--- config.mk ---
export PLATFORM = sky130hd
export DESIGN_NAME = regfile_param
export DESIGN_NICKNAME = d
export VERILOG_FILES = /design/src/rtl/regfile_pkg.sv /design/src/rtl/rf_clear_seq.sv /design/src/rtl/regfile_param.sv
export SDC_FILE = /design/constraint.sdc
export NUM_CORES = 1
export LEC_CHECK = 0
export CORE_MARGIN = 5
export CORE_UTILIZATION = 35
export DETAILED_ROUTE_END_ITERATION = 16
export PLACE_DENSITY = 0.57
export SYNTH_ARGS = -nofsm -noshare
export SYNTH_HDL_FRONTEND = slang
export SYNTH_HIERARCHICAL = 1
export SYNTH_SLANG_ARGS = --single-unit
--- constraint.sdc ---
create_clock -name clk -period 4.95 [get_ports clk]
set_input_delay 0.99 -clock clk [delete_from_list [all_inputs] [get_ports clk]]
set_output_delay 0.99 -clock clk [all_outputs]
set_load 0.03 [all_outputs]
--- src/rtl/regfile_pkg.sv ---
// Shared types and defaults for the parametrised register file.
// Imported by the clear sequencer and the top level.
package regfile_pkg;

  typedef enum logic [0:0] {
    RF_CLEAR = 1'b0,
    RF_READY = 1'b1
  } rf_state_e;

  localparam int RF_XLEN  = 32;
  localparam int RF_NREGS = 32;

  function automatic int rf_aw(input int nregs);
    return $clog2(nregs);
  endfunction

endpackage

--- src/rtl/rf_clear_seq.sv ---
// Self-clearing sequencer: walks every register address after reset
// or on request, then reports the file as usable.
module rf_clear_seq
  import regfile_pkg::*;
#(
  parameter int NREGS = RF_NREGS,
  parameter int AW    = rf_aw(NREGS)
) (
  input  logic          clk,
  input  logic          rst_n,
  input  logic          clear_req_i,
  output logic          ready_o,
  output logic          clr_we_o,
  output logic [AW-1:0] clr_addr_o
);

  rf_state_e     state_q, state_d;
  logic [AW-1:0] cnt_q, cnt_d;
  logic          last;

  assign last = (cnt_q == AW'(NREGS - 1));

  // Next state: count through the array, stop on the last address.
  always_comb begin
    state_d = state_q;
    cnt_d   = cnt_q;
    unique case (state_q)
      RF_CLEAR: begin
        if (last) begin
          state_d = RF_READY;
          cnt_d   = '0;
        end else begin
          cnt_d = cnt_q + AW'(1);
        end
      end
      RF_READY: begin
        if (clear_req_i) begin
          state_d = RF_CLEAR;
          cnt_d   = '0;
        end
      end
      default: begin
        state_d = RF_CLEAR;
        cnt_d   = '0;
      end
    endcase
  end

  // State and counter registers; reset always restarts a full clear.
  always_ff @(posedge clk or negedge rst_n) begin
    if (!rst_n) begin
      state_q <= RF_CLEAR;
      cnt_q   <= '0;
    end else begin
      state_q <= state_d;
      cnt_q   <= cnt_d;
    end
  end

  assign ready_o    = (state_q == RF_READY);
  assign clr_we_o   = (state_q == RF_CLEAR);
  assign clr_addr_o = cnt_q;

endmodule

--- src/rtl/regfile_param.sv ---
// Parametrised decode-stage register file with optional x0 hardwiring,
// write-to-read bypass and a sequenced clear in place of array reset.
module regfile_param
  import regfile_pkg::*;
#(
  parameter int XLEN     = RF_XLEN,
  parameter int NREGS    = RF_NREGS,
  parameter int AW       = rf_aw(NREGS),
  parameter int ZERO_REG = 1,
  parameter int BYPASS   = 1
) (
  input  logic            clk,
  input  logic            rst_n,
  input  logic            clear_req,
  output logic            ready,
  input  logic [AW-1:0]   rs1,
  input  logic [AW-1:0]   rs2,
  input  logic [AW-1:0]   rd,
  input  logic [XLEN-1:0] write_data,
  input  logic            reg_write,
  output logic [XLEN-1:0] read_data1,
  output logic [XLEN-1:0] read_data2
);

  logic [XLEN-1:0] regs_q [NREGS];
  logic            clr_we;
  logic [AW-1:0]   clr_addr;
  logic            wr_en;
  logic            z1, z2;

  rf_clear_seq #(
    .NREGS (NREGS),
    .AW    (AW)
  ) u_seq (
    .clk         (clk),
    .rst_n       (rst_n),
    .clear_req_i (clear_req),
    .ready_o     (ready),
    .clr_we_o    (clr_we),
    .clr_addr_o  (clr_addr)
  );

  // A write is real only when the file is usable and not aimed at x0.
  assign wr_en = reg_write && ready &&
                 !((ZERO_REG != 0) && (rd == '0));

  assign z1 = (ZERO_REG != 0) && (rs1 == '0);
  assign z2 = (ZERO_REG != 0) && (rs2 == '0);

  // Storage: sequencer zeroes an entry while clearing, else normal write.
  always_ff @(posedge clk) begin
    if (clr_we) begin
      regs_q[clr_addr] <= '0;
    end else if (wr_en) begin
      regs_q[rd] <= write_data;
    end
  end

  // Port 1 read: forced zero when not ready or x0, else bypass or array.
  always_comb begin
    read_data1 = '0;
    if (ready && !z1) begin
      if ((BYPASS != 0) && wr_en && (rd == rs1)) begin
        read_data1 = write_data;
      end else begin
        read_data1 = regs_q[rs1];
      end
    end
  end

  // Port 2 read: same rules as port 1, fully independent.
  always_comb begin
    read_data2 = '0;
    if (ready && !z2) begin
      if ((BYPASS != 0) && wr_en && (rd == rs2)) begin
        read_data2 = write_data;
      end else begin
        read_data2 = regs_q[rs2];
      end
    end
  end

endmodule

==> impl_metrics.py <==
metrics = {
    "yosys": {
        "netlist_area_um2": 48800,
        "yosysMostFrequentCell": "edfxtp_1",
        "async_flop_share_pct": 0.583,
        "netlist_instances": 2707,
        "ys_seq_area_share_pct": 63.3,
        "yosysWarnings": 6,
        "synth_cell_types": 53,
        "syn_nets": 2760,
        "synthFlopType": "edfxtp_1",
        "synthTopCellsByArea": "edfxtp_1 (63%), mux4_2 (18%), mux2i_1 (6.0%)",
        "synth.avg_cell_area_um2": 18.0,
        "synth.largest_area_cell": "edfxtp_1",
        "synth_top_area_share_pct": 63.0,
        "ys_ff_latch": 1030,
        "synthTopCellsByCount": "edfxtp_1 (1024), mux4_2 (383), mux2i_1 (291)",
        "synth_edf_count": 1024,
    },
    "critical_path": {
        "critical_path.max_stage_delay_ns": 1.06,
        "cp_cell_sequence": "clkdlybuf4s50_1 -> xor2_1 -> nor3_1 -> nand3_1 -> nor2_4 -> a32o_1 -> buf_12",
        "worstPathArrival_ns": 3.89,
        "endpoint_kind": "output pin",
        "worst-setup-path-type": "in2out",
        "start_kind": "input pin",
        "slowest_stage": "nor2_4",
        "crit_fanout": 32,
        "critPathRequiredTime_ns": 3.96,
        "reg2reg_depth": 7,
    },
    "power": {
        "worst_ir_drop_vdd_uv": 350,
        "pwr-share-seq_pct": 45.3,
        "power.internal_mw": 17.1,
        "power.total_mw": 23.9,
        "switchingPower_mw": 6.86,
        "swShare_pct": 28.7,
        "p_per_area_nw_per_um2": 413,
        "p_leak_nw": 19.2,
        "p_comb_share_pct": 20.2,
        "p_clk_share_pct": 34.5,
    },
    "clock_network": {
        "cts.sinks": 1030,
        "clock_latency_ns": 0.71,
        "clkTransAtPathRegs_ns": 0.06,
        "postCtsHoldBufs": 0,
        "ctsHtreeMaxLevel": 3,
        "clockBufferDepth": 3,
        "cts_buffers": 106,
        "root_buffer": "clkbuf_16",
        "cts_tree": "yes",
    },
    "place": {
        "port_buffers": 115,
        "dp_hpwl_mm": 109,
        "place_congestion": 0.890,
    },
    "route": {
        "num_vias": 31200,
        "wl_mm": 175,
        "drt-pass1-iter-count": 5,
        "ant_nets": 0,
        "avgRoutedWirePerCell_um": 35.8,
        "drtIter0Drc": 4371,
        "via_per_inst": 6.39,
        "drcViolationCount": 0,
    },
    "timing": {
        "rsz0062_at_grt": "false",
        "fmax_mhz": 205,
        "post-route-min-period_ns": 4.88,
        "hold_violations": 0,
        "period_share_pct": 98.6,
        "slew_viol_final": 0,
        "maxSlewHeadroom_pct": 4.66,
        "worstMarginPinSlew_ns": 1.43,
        "clock-skew-final_ns": 0.0136,
        "setup_tns_ns": 0,
        "setup_viol": 0,
    },
    "global_route": {
        "gr-usage-all-layers_pct": 23.3,
        "grt_pass1_vias": 31400,
        "grt_overflow_total": 0,
        "antenna_found_initial": 5,
        "grt_max_degree": 53,
        "grt_pass1_wl_mm": 244,
    },
    "floorplan": {
        "dieArea_um2": 147000,
        "die_w_um": 384,
        "dieHeight_um": 384,
        "start_util_pct": 35.1,
        "io_pins": 116,
        "core_um2": 139000,
        "rows": 137,
    },
    "finish": {
        "fillCellCount": 12200,
        "nets": 2973,
        "drive_gt1_share_pct": 30.4,
        "final_core_util_pct": 41.7,
        "syn2layout_area_growth_pct": 18.7,
    },
    "run_status": {
        "outcome": "completed",
    },
    "worst_hold_path": {
        "worstHoldPathType": "in2async",
    },
    "flow_run": {
        "drv_cap": 0,
    },
}
## through the flow
stage / hold WS, ns / cells / cell area (um2) / worst slack (ns)
6_report: 0.543 / 4884 / 58000 / 0.0688
5_1_grt: 0.535 / 4883 / 58000 / 0.00430
4_1_cts: 0.504 / 4882 / 57900 / 0.0148
3_5_place_dp: 0.602 / 4684 / 54400 / -0.0241
3_3_place_gp: 0.592 / 4682 / 54300 / -0.506
2_1_floorplan: 0.548 / 2707 / 48800 / 0.667
## what timing repair did
item                                    CTS  global route
setup buffers                             3             1
endpoints found under the setup margin    3            18
pin swaps                                 1             1
resized for setup                         0             2
## flip-flops by register name (all words and copies together) (netlist names)
register and count:
regs_q 1024, u_seq/clr_addr_o 5, u_seq/ready_o 1
## power groups by stage
stage | clock [mW] | sequential, mW | combinational (mW)
after floorplan | 0 | 10.9 | 2.35
after detailed placement | 0 | 11.0 | 4.74
final | 8.26 | 10.8 | 4.83
after global placement | 0 | 10.9 | 4.70
after global routing | 8.74 | 10.9 | 4.96
after CTS | 8.36 | 10.8 | 4.78
## cell type report
type | instances | area, um2 | share of cell area, %
clock inverters | 66 | 787 | 1.36
well taps | 1876 | 2350 | 4.05
repair buffers | 329 | 3960 | 6.83
inverters | 5 | 18.8 | 0.0324
clock buffers | 129 | 2740 | 4.73
diodes | 1 | 2.50 | 0.00432
multi-input cells | 1448 | 17200 | 29.7
flip-flops and latches | 1030 | 30900 | 53.3
## critical path: cells and delay by family
kind | cells | cell delay, ns
buf+inv | 2 | 0.73
compound gates | 1 | 0.50
xor+xnor | 1 | 0.21
simple gates | 3 | 1.41
## placed cells by master (no fill, tap or decap), types with 15 or more instances in the layout
cell type and count:
a221oi_1 64, a211oi_1 61, a22oi_1 60, buf_4 174, mux4_2 383, clkbuf_1 23
a32o_1 31, nand2_1 110, a221o_1 41, o221ai_1 25, o21bai_1 32, clkinv_2 19
nand3_1 15, nor2_4 35, clkbuf_16 106, mux2i_1 291, clkdlybuf4s50_1 42, a21oi_1 83
bufinv_16 16, and2_1 34, mux2_2 33, nor2b_1 34, buf_12 105, o21ai_0 24
clkinv_1 23, edfxtp_1 1024, o22ai_1 29
## cells by family after synthesis
kind of cell	share of synthesized area, %
DFF	63.3
adders and majority gates	0.0512
AOI/OAI and AO/OA	7.23
muxes	24.5
xor gates and xnor gates	0.197
and+or+nand+nor	2.58
buffers and inverters	2.15
## per-layer routing
metal	routed length, um	global-route usage [%]	vias to the layer above
met1	71000	33.5	16700
li1	-	-	12000
met3	22000	7.01	325
met5	0	0	-
met4	5440	6.82	0
met2	76300	34.3	2181
## path summary, 6_finish.rpt
kind / from / endpoint / slack (ns)
worst max register to register: u_seq/ready_o / regs_q[16][0] / 1.20
worst min-delay path: rst_n / u_seq/clr_addr_o[4] / 0.54
max in group asynchronous: rst_n / u_seq/clr_addr_o[1] / 4.17
worst max-delay path: rd[1] / read_data2[20] / 0.07
worst min register to register: u_seq/clr_addr_o[4] / u_seq/clr_addr_o[4] / 0.63
min in group clk: u_seq/clr_addr_o[4] / u_seq/clr_addr_o[4] / 0.63
(Power assumes the default switching activity.)
